<file path="src/rtl/init_reset_sequencer.sv">
// Power-up reset sequencer: synchronises POR and init-done flags, qualifies them
// for a stable window, then releases fabric reset domains one after another.
module init_reset_sequencer #(
    parameter int NUM_STATUS     = 4,
    parameter int NUM_DOMAINS    = 3,
    parameter int SYNC_STAGES    = 2,
    parameter int STABLE_CYCLES  = 16,
    parameter int STAGE_DELAY    = 8,
    parameter int TIMEOUT_CYCLES = 65535
) (
    input  logic                   clk,
    input  logic                   reset,
    input  logic                   por_n_in,
    input  logic [NUM_STATUS-1:0]  status_in,
    input  logic [NUM_STATUS-1:0]  status_mask,
    output logic [NUM_DOMAINS-1:0] rst_n_out,
    output logic                   init_done,
    output logic                   timeout_err,
    output logic [NUM_STATUS-1:0]  status_sync,
    output logic [2:0]             state
);
    // state   | meaning
    // IDLE    | waiting for POR and all required status flags
    // QUALIFY | flags good, counting consecutive good cycles
    // RELEASE | deasserting domain resets one by one, STAGE_DELAY apart
    // RUN     | all domains out of reset, init_done high
    // FAULT   | init never completed in time; left only through reset

    localparam int SW = $clog2(STABLE_CYCLES) + 1;
    localparam int DW = $clog2(STAGE_DELAY) + 1;
    localparam int TW = $clog2(TIMEOUT_CYCLES) + 1;
    localparam logic [SW-1:0] STAB_LAST = SW'(STABLE_CYCLES - 1);
    localparam logic [DW-1:0] DLY_LOAD  = DW'(STAGE_DELAY - 1);
    localparam logic [TW-1:0] TMO_LAST  = TW'(TIMEOUT_CYCLES - 1);
    localparam logic          STAB_ONE  = (STABLE_CYCLES == 1);

    typedef enum logic [2:0] {
        S_IDLE    = 3'd0,
        S_QUALIFY = 3'd1,
        S_RELEASE = 3'd2,
        S_RUN     = 3'd3,
        S_FAULT   = 3'd4
    } state_t;

    state_t                 state_q;
    logic [SYNC_STAGES-1:0] por_pipe;
    logic [NUM_STATUS-1:0]  status_pipe [SYNC_STAGES];
    logic [SW-1:0]          stab_cnt;
    logic [DW-1:0]          dly_cnt;
    logic [TW-1:0]          tmo_cnt;
    logic                   por_sync;
    logic                   all_ok;
    logic                   qual_done;

    assign por_sync    = por_pipe[SYNC_STAGES-1];
    assign status_sync = status_pipe[SYNC_STAGES-1];
    assign all_ok      = por_sync & (&(status_sync | ~status_mask));
    assign qual_done   = (state_q == S_QUALIFY) ? (stab_cnt == STAB_LAST) : STAB_ONE;
    assign state       = state_q;

    always_ff @(posedge clk) begin
        if (reset) begin
            por_pipe <= '0;
            for (int i = 0; i < SYNC_STAGES; i++) status_pipe[i] <= '0;
        end else begin
            por_pipe       <= {por_pipe[SYNC_STAGES-2:0], por_n_in};
            status_pipe[0] <= status_in;
            for (int i = 1; i < SYNC_STAGES; i++) status_pipe[i] <= status_pipe[i-1];
        end
    end

    always_ff @(posedge clk) begin
        if (reset) begin
            state_q     <= S_IDLE;
            stab_cnt    <= '0;
            dly_cnt     <= '0;
            tmo_cnt     <= '0;
            rst_n_out   <= '0;
            init_done   <= 1'b0;
            timeout_err <= 1'b0;
        end else begin
            case (state_q)
                S_IDLE, S_QUALIFY: begin
                    tmo_cnt <= tmo_cnt + 1'b1;
                    // a completed qualification beats a timeout on the same edge
                    if (all_ok && qual_done) begin
                        state_q  <= S_RELEASE;
                        stab_cnt <= '0;
                        dly_cnt  <= '0;
                        tmo_cnt  <= '0;
                    end else if (tmo_cnt == TMO_LAST) begin
                        state_q     <= S_FAULT;
                        timeout_err <= 1'b1;
                    end else if (!all_ok) begin
                        state_q  <= S_IDLE;
                        stab_cnt <= '0;
                    end else begin
                        state_q  <= S_QUALIFY;
                        stab_cnt <= stab_cnt + 1'b1;
                    end
                end
                S_RELEASE: begin
                    if (!all_ok) begin
                        state_q   <= S_IDLE;
                        rst_n_out <= '0;
                        init_done <= 1'b0;
                        stab_cnt  <= '0;
                        dly_cnt   <= '0;
                        tmo_cnt   <= '0;
                    end else if (rst_n_out[NUM_DOMAINS-1]) begin
                        state_q   <= S_RUN;
                        init_done <= 1'b1;
                    end else if (dly_cnt == '0) begin
                        // shifting in ones keeps lower domains released
                        rst_n_out <= (rst_n_out << 1) | NUM_DOMAINS'(1);
                        dly_cnt   <= DLY_LOAD;
                    end else begin
                        dly_cnt <= dly_cnt - 1'b1;
                    end
                end
                S_RUN: begin
                    if (!all_ok) begin
                        state_q   <= S_IDLE;
                        rst_n_out <= '0;
                        init_done <= 1'b0;
                        stab_cnt  <= '0;
                        dly_cnt   <= '0;
                        tmo_cnt   <= '0;
                    end
                end
                S_FAULT: begin
                    rst_n_out   <= '0;
                    init_done   <= 1'b0;
                    timeout_err <= 1'b1;
                end
                default: begin
                    state_q   <= S_IDLE;
                    rst_n_out <= '0;
                    init_done <= 1'b0;
                end
            endcase
        end
    end
endmodule

</file>
<file path="config.mk">
export PLATFORM = sky130hd
export DESIGN_NAME = init_reset_sequencer
export DESIGN_NICKNAME = d
export VERILOG_FILES = /design/src/rtl/init_reset_sequencer.sv
export SDC_FILE = /design/constraint.sdc
export NUM_CORES = 1
export LEC_CHECK = 0
export BUFFER_PORTS_ARGS = -buffer_cell sky130_fd_sc_hd__buf_2
export CORE_ASPECT_RATIO = 1.25
export CORE_MARGIN = 1
export CORE_UTILIZATION = 40
export CTS_CLUSTER_DIAMETER = 40
export CTS_CLUSTER_SIZE = 12
export DETAILED_ROUTE_END_ITERATION = 10
export GPL_ROUTABILITY_DRIVEN = 0
export PLACE_DENSITY = 0.67
export SYNTH_ARGS = -nofsm -noshare
export SYNTH_HDL_FRONTEND = slang
export SYNTH_SLANG_ARGS = --single-unit
</file>
<file path="constraint.sdc">
create_clock -name clk -period 4.4 [get_ports clk]
set_clock_uncertainty 0.2 [all_clocks]
set_input_delay 0.88 -clock clk [delete_from_list [all_inputs] [get_ports clk]]
set_output_delay 0.88 -clock clk [all_outputs]
set_load 0.005 [all_outputs]
</file>
-- Yosys cells after proc, flatten, opt, wreduce, memory -nomap -nowiden
Memories as Yosys holds them, arrays and structs flattened.
Index checks and enable logic that the tools add are counted.
- $add $sub $neg: 3
- eq/ne operators: 15
- multiplexer cells: 38
- bitwise logic cells: 7
- reduce and logical (&&, ||, !) cells: 17
- operators with widths (operator ; count):
    $mux W17 ; 2
    $pmux W17 S2 ; 1
    $mux W4 ; 7
    $mux W3 ; 8
    $mux W5 ; 4
    $add A17 B1 Y17 const B ; 1
    $eq A17 B16 Y1 const B ; 1
    $ne A3 B3 Y1 const B ; 4
    $pmux W3 S4 ; 1
    $pmux W4 S3 ; 1
    $reduce_and A3 Y1 ; 4
    $reduce_and A4 Y1 ; 3
    $mux W1 ; 10
    $ne A2 B2 Y1 const B ; 5
    $pmux W5 S2 ; 1
    $pmux W3 S3 ; 1
    $eq A3 B2 Y1 const B ; 2
    $add A5 B1 Y5 const B ; 1
    $eq A5 B4 Y1 const B ; 1
    $logic_not A4 Y1 ; 1
    $not A4 Y4 ; 1
    $or A4 B4 Y4 ; 1
    $reduce_and A2 Y1 ; 2
    $reduce_bool A2 Y1 ; 2
    12 further kinds ; 15
- bits in registers: 36
- RAM bits: 8
- bits of input ports: 11
- memories: 1
- memories (name ; words ; width ; rd ports ; clocked after Yosys merged registers in ; write ports ; line ; source):
    status_pipe ; 2 ; 4 ; 2 ; 0 ; 2 ; 47 ; logic [NUM_STATUS-1:0] status_pipe [SYNC_STAGES];

-- Depth between registers and ports, before layout
Gate-level depths: netlist of the first run.
- word-level depth: 8
- depth in mapped cells: 8

-- Least setup slack after synthesis of the first run
No wires, ideal clock.
- path type: input-to-reg
- start: in status_mask[1]
- end: reg dly_cnt[3]
- data arrival time: 2181 ps
- path slack: 1901 ps
- stages: 6
- buffers on the path: 1
- cell sequence: inv_1 o221ai_4 o41a_1 buf_4 a211o_1 a32o_1
- word-level cells in the longest chain between the ends: 7
- elaborated cells on any way between the ends: 11
- those cells by class: eq/ne: 3; mux: 2; bitwise: 3; reduce/logical: 3
- RTL lines (what ; line ; source):
    start, declared ; 15 ; input logic [NUM_STATUS-1:0] status_mask,
    $not A4 Y4 * ; 57 ; assign all_ok = por_sync & (&(status_sync | ~status_mask));
    $or A4 B4 Y4 * ; 57 ;
    $reduce_and A4 Y1 * ; 57 ;
    $and A1 B1 Y1 * ; 57 ;
    $logic_and A1 B1 Y1 ; 86 ; if (all_ok && qual_done) begin
    $ne A2 B2 Y1 (no line) ; n/a ;
    $reduce_and A4 Y1 (no line) ; n/a ;
    end signal, assigned ; 118 ; dly_cnt <= dly_cnt - 1'b1;
    end, declared ; 49 ; logic [DW-1:0] dly_cnt;
Every way passes the cells marked *; elsewhere a longest branch is shown, timed or not.
A chain may end at the register's enable or synchronous reset.

==> results of run 1 <==
## worst paths after layout
check,cells after the start,to,startpoint,slack [ns]
setup / recovery,6,tmo_cnt[4]$_SDFFE_PP0P_,reset,1.67
hold / removal,1,por_pipe[1]$_SDFF_PP0_,por_pipe[0]$_SDFF_PP0_,0.24
setup reg to reg,7,tmo_cnt[4]$_SDFFE_PP0P_,stab_cnt[0]$_SDFFE_PP0P_,1.75
hold reg to reg,1,por_pipe[1]$_SDFF_PP0_,por_pipe[0]$_SDFF_PP0_,0.24
## state kept, by name, summed over array words and instances (netlist names)
signal       cells
dly_cnt          4
init_done        1
por_pipe         2
rst_n_out        3
stab_cnt         5
state            3
status_pipe      8
timeout_err      1
tmo_cnt         17
## where the power goes
part           internal (mW)  leakage (nW)  switching (mW)
Clock                  0.108        0.0410           0.125
Sequential             0.405         0.357         0.00571
Combinational         0.0142         0.474          0.0220
## cell type report
| class | instances | area (um2) |
|---|---|---|
| clock buffer | 6 | 72.6 |
| clock inverter | 1 | 5.00 |
| fill | 561 | 3000 |
| inverter | 14 | 52.6 |
| multi-input combinational | 185 | 1210 |
| sequential | 44 | 881 |
| tap | 64 | 80.1 |
| timing repair buffer | 22 | 110 |
## critical path: cells and delay by family
kind            cells  cell delay, ns
simple gates        3            1.05
compound gates      1            0.12
buf+inv             2            0.60
## layer usage
layer / share of wire, % / track usage, %
met3: 4.0 / 4.70
met1: 45 / 23.3
met2: 49 / 28.2
met4: 2.3 / 9.65
met5: 0 / 0
## synth_stat cells, types with 4 or more instances
cell | number | area (um2)
dfxtp_1 | 44 | 881
nand2b_1 | 5 | 31.3
o21ai_0 | 16 | 80.1
or3_1 | 7 | 43.8
xnor2_1 | 6 | 52.6
nand4_1 | 8 | 50.1
and4_1 | 4 | 35.0
clkbuf_1 | 6 | 22.5
nor2b_1 | 11 | 68.8
inv_1 | 14 | 52.6
a21oi_1 | 15 | 75.1
ha_1 | 6 | 75.1
nand3_1 | 11 | 55.1
nor2_1 | 17 | 63.8
buf_4 | 6 | 45.0
a31oi_1 | 4 | 25.0
or4_1 | 6 | 45.0
o211ai_1 | 7 | 52.6
nor3_1 | 7 | 35.0
and3_1 | 4 | 25.0
nand2_1 | 12 | 45.0
## logic make-up (layout without fill, tap and decap cells)
kind of cell	count (synthesis)	after routing	synth area share, %
AOI/OAI and AO/OA	69	69	22.0
adders and majority gates	6	6	3.37
DFF	44	44	39.6
and+or+nand+nor	103	103	26.1
muxes	1	1	0.450
buffers and inverters	29	43	6.07
xor gates and xnor gates	6	6	2.36
==> impl_metrics.env, run 1 <==
export IMPL_fmax_mhz=366
export IMPL_cts_sinks=44
export IMPL_period_share_pct=62.0
export IMPL_grt_pass1_wl_mm=8.14
export IMPL_drt_total_wl_mm=4.79
export IMPL_setup_viol=0
export IMPL_rows=30
export IMPL_wl_per_cell_um=14.2
export IMPL_relSlewSlack_pct=32.2
export IMPL_first_pass_iters=4
export IMPL_portBuffers=22
export IMPL_hold_buffers=0
export IMPL_final_common_cell="dfxtp_1"
export IMPL_required_ns=4.34
export IMPL_holdWs_ns=0.235
export IMPL_cap_violations=0
export IMPL_htree_levels=2
export IMPL_layout_drive_gt1_share_pct=12.9
export IMPL_pre_cts_ws_ns=1.33
export IMPL_hold_viol_final=0
export IMPL_mostFrequentLayoutCells="44 x dfxtp_1, 22 x buf_2, 17 x nor2_1"
export IMPL_vias=1965
export IMPL_numCtsBuffers=5
export IMPL_finalCoreUtilization_pct=44.6
export IMPL_fin_crit_ns=2.73
export IMPL_fin_nets=289
export IMPL_die_w_um=68.7
export IMPL_root_buffer="clkbuf_8"
export IMPL_drc=0
export IMPL_crit_fanout=19
export IMPL_avgSynthCellArea_um2=8.62
export IMPL_insertion_delay_ns=0.29
export IMPL_arrival_ns=2.67
export IMPL_diodes=0
export IMPL_area_growth_pct=8.32
export IMPL_post_cts_resized=0
export IMPL_layout_cells_non_filler=336
export IMPL_grt_max_degree=20
export IMPL_antenna_found_initial=0
export IMPL_clock_path_buffers=2
export IMPL_placed_cell_area_um2=2330
export IMPL_finalMaxSlewViolations=0
export IMPL_grt_overflow=0
export IMPL_ys_seq_area_share_pct=39.6
export IMPL_grt_pass1_vias=1757
export IMPL_ir_worst_vdd_uv=147
export IMPL_finalPower_uw=679
export IMPL_netlist_area_um2=2220
export IMPL_ys_ff_latch=44
export IMPL_slowest_stage="nor2_1"
export IMPL_rsz0062_at_grt="false"
export IMPL_synthCells=258
export IMPL_power_density_nw_per_um2=282
export IMPL_ant_nets=0
export IMPL_hp_class="flop to flop"
export IMPL_status="completed"
export IMPL_core_area_um2=5410
export IMPL_worst_slew_pin_slew_ns=1.01
export IMPL_ys_warnings_count=0
export IMPL_vias_per_cell=5.85
export IMPL_die_height_um=85.4
export IMPL_tritoncts="yes"
export IMPL_slowest_delay_ns=0.79
export IMPL_power_leakage_nw=0.872
export IMPL_crit_top_cell="nor2_1"
export IMPL_post_cts_setup_buffers=0
export IMPL_hpwl_mm=3.46
export IMPL_ys_flop_type="dfxtp_1"
export IMPL_start_kind="primary input"
export IMPL_synth_async_reset_ratio_pct=0
export IMPL_initial_core_util_pct=41.2
export IMPL_clk_pin_slew_ns=0.08
export IMPL_crit_chain="buf_2 -> inv_1 -> nand2_1 -> o41ai_2 -> nor2_1 -> nor2_1"
export IMPL_design_area_um2=2410
export IMPL_grt_usage_pct=18.4
export IMPL_dp_cells=329
export IMPL_endpoint_kind="flop"
export IMPL_fin_tns_setup_ns=0
export IMPL_ys_types=47
export IMPL_drt_iter0_drc=88
export IMPL_die_area_um2=5870
export IMPL_synth_edf_count=0
export IMPL_crit_type="primary input to flop"
export IMPL_timing_final_ws_setup_ns=1.67
export IMPL_synth_nets=275
export IMPL_boundaryPins=23
(Power assumes the default switching activity.)
==> inputs of run 2 (changes only) <==
- clock period: 4.4 -> 2.7 ns (I/O delays scaled with it)
==> run 2 against run 1 <==
  * Sequential power rose by 63%
  * Largest power group unchanged
  * Clock power rose by 120%
  * Combinational power rose by 70%
  * Routed wire length rose by 0.86%
  * Die area did not move
  * Worst hold slack improved by 0.0068 ns
==> impl_metrics.env, run 2 (synthesis gave the netlist of run 1 again) <==
export IMPL_status="completed"
export IMPL_rr_startpoint="stab_cnt[0]$_SDFFE_PP0P_"
export IMPL_arrival_ns=2.51
export IMPL_grt_max_degree=20
export IMPL_initial_core_util_pct=41.2
export IMPL_crit_top_cell="ha_1"
export IMPL_min_delay_start="status_pipe[0][2]$_SDFF_PP0_"
export IMPL_finalPower_mw=1.23
export IMPL_setup_viol=0
export IMPL_fin_crit_ns=2.47
export IMPL_largest_register_ffs=17
export IMPL_htree_levels=2
export IMPL_dp_cells=337
export IMPL_area_growth_pct=12.9
export IMPL_die_height_um=85.4
export IMPL_clockPowerShare_pct=40.9
export IMPL_cap_violations=0
export IMPL_vias=2000
export IMPL_drt_iter0_drc=131
export IMPL_clk_pin_slew_ns=0.08
export IMPL_min_to="status_pipe[0][6]$_SDFF_PP0_"
export IMPL_finalMaxSlewViolations=0
export IMPL_clock_path_buffers=2
export IMPL_r2r_cells=7
export IMPL_rsz0062_at_grt="false"
export IMPL_drt_total_wl_mm=4.83
export IMPL_worst_path_buf_inv=0
export IMPL_core_area_um2=5410
export IMPL_final_common_cell="dfxtp_1"
export IMPL_fin_tns_setup_ns=0
export IMPL_die_w_um=68.7
export IMPL_portBuffers=22
export IMPL_slowest_delay_ns=0.53
export IMPL_numCtsBuffers=5
export IMPL_combPwrFrac_pct=5.0
export IMPL_power_density_nw_per_um2=492
export IMPL_holdWs_ns=0.242
export IMPL_crit_type="flop to flop"
export IMPL_relSlewSlack_pct=58.8
export IMPL_tritoncts="yes"
export IMPL_hp_class="flop to flop"
export IMPL_wl_per_cell_um=14.0
export IMPL_reg_largest_list="tmo_cnt: 17 flops, status_pipe: 8 flops, stab_cnt: 5 flops"
export IMPL_grt_overflow=0
export IMPL_boundaryPins=23
export IMPL_holdPathStages=1
export IMPL_post_cts_setup_buffers=0
export IMPL_switching_share_pct=22.4
export IMPL_internal_power_uw=958
export IMPL_insertion_delay_ns=0.30
export IMPL_cts_sinks=44
export IMPL_required_ns=2.74
export IMPL_grt_pass1_vias=1903
export IMPL_ant_nets=0
export IMPL_slowest_stage="o41a_1"
export IMPL_crit_chain="ha_1 -> and3_1 -> ha_1 -> nand2_1 -> o41a_1 -> or4_1 -> a21oi_1"
export IMPL_hpwl_mm=3.48
export IMPL_fmax_mhz=404
export IMPL_worst_slew_pin_slew_ns=0.617
export IMPL_die_area_um2=5870
export IMPL_drc=0
export IMPL_crit_family="simple AND/OR/NAND/NOR gates"
export IMPL_hold_viol_final=0
export IMPL_crit_fanout=6
export IMPL_grt_usage_pct=19.0
export IMPL_p_seq_share_pct=54.1
export IMPL_regMostFlops="tmo_cnt"
export IMPL_start_kind="flop"
export IMPL_fin_nets=297
export IMPL_p_switching_uw=276
export IMPL_vias_per_cell=5.80
export IMPL_diodes=0
export IMPL_grt_pass1_wl_mm=8.43
export IMPL_rows=30
export IMPL_power_leakage_nw=0.927
export IMPL_ir_worst_vdd_uv=283
export IMPL_layout_drive_gt1_share_pct=16.4
export IMPL_first_pass_iters=4
export IMPL_mostFrequentLayoutCells="44 x dfxtp_1, 22 x buf_2, 17 x nor2_1"
export IMPL_ff2ff_setup_slack_ns=0.23
export IMPL_root_buffer="clkbuf_8"
export IMPL_antenna_found_initial=0
export IMPL_layout_cells_non_filler=345
export IMPL_r2r_end="dly_cnt[1]$_SDFFE_PP0P_"
export IMPL_endpoint_kind="flop"
export IMPL_period_share_pct=91.6
## run 2: area by class of cell
cell class	count	area, um2
inverters	14	52.6
fillers	546	2890
multi-input cells	185	1220
well taps	64	80.1
clock buffers	5	68.8
clock inverters	3	42.5
repair buffers	30	170
flip-flops and latches	44	881
## run 2: timing repair
item,CTS,global route
resized for setup,0,1
endpoints found under the setup margin,0,2
hold endpoints to repair,0,0
hold buffers,0,0
## run 2: worst max path at each step
| stage | startpoint | endpoint | slack (ns) | cells after the start |
|---|---|---|---|---|
| 2_1_floorplan | stab_cnt[0]$_SDFFE_PP0P_ | dly_cnt[3]$_SDFFE_PP0P_ | 0.40 | 8 |
| 3_3_place_gp | status_mask[1] | dly_cnt[0]$_SDFFE_PP0P_ | 0.24 | 6 |
| 3_5_place_dp | status_mask[1] | dly_cnt[0]$_SDFFE_PP0P_ | 0.17 | 6 |
| 4_1_cts | stab_cnt[0]$_SDFFE_PP0P_ | dly_cnt[0]$_SDFFE_PP0P_ | 0.15 | 7 |
| 5_1_grt | stab_cnt[0]$_SDFFE_PP0P_ | dly_cnt[1]$_SDFFE_PP0P_ | 0.11 | 7 |
| 6_report | stab_cnt[0]$_SDFFE_PP0P_ | dly_cnt[1]$_SDFFE_PP0P_ | 0.23 | 7 |
## run 2: worst reg2reg max path: stages, from the launching register on
cell and delay, ns:
dfxtp_1 0.38, ha_1 0.18, and3_1 0.15, ha_1 0.16
nand2_1 0.15, o41a_1 0.53, or4_1 0.52, a21oi_1 0.15
## run 2: routing by layer
metal | track usage, % | wire length, um | vias to the layer above
met2 | 30.7 | 2370 | 60
met4 | 10.8 | 138 | 0
met3 | 4.57 | 260 | 13
met1 | 22.4 | 2060 | 926
li1 | - | - | 1001
met5 | 0 | 0 | -
## run 2: power groups by stage
stage / registers (mW) / logic [mW] / clock network [mW]
2_1_floorplan: 0.681 / 0.0461 / 0
3_3_place_gp: 0.683 / 0.0602 / 0
5_1_grt: 0.670 / 0.0697 / 0.558
3_5_place_dp: 0.684 / 0.0613 / 0
4_1_cts: 0.668 / 0.0616 / 0.523
6_report: 0.668 / 0.0617 / 0.504
## run 2: stage by stage
stage | setup WS [ns] | util [%] | area [um2]
after floorplan | 0.396 | - | 2220
after global placement | 0.239 | 44.3 | 2390
after detailed placement | 0.165 | 44.3 | 2390
after CTS | 0.146 | 46.3 | 2500
after global routing | 0.106 | 46.5 | 2510
final | 0.226 | 46.5 | 2510
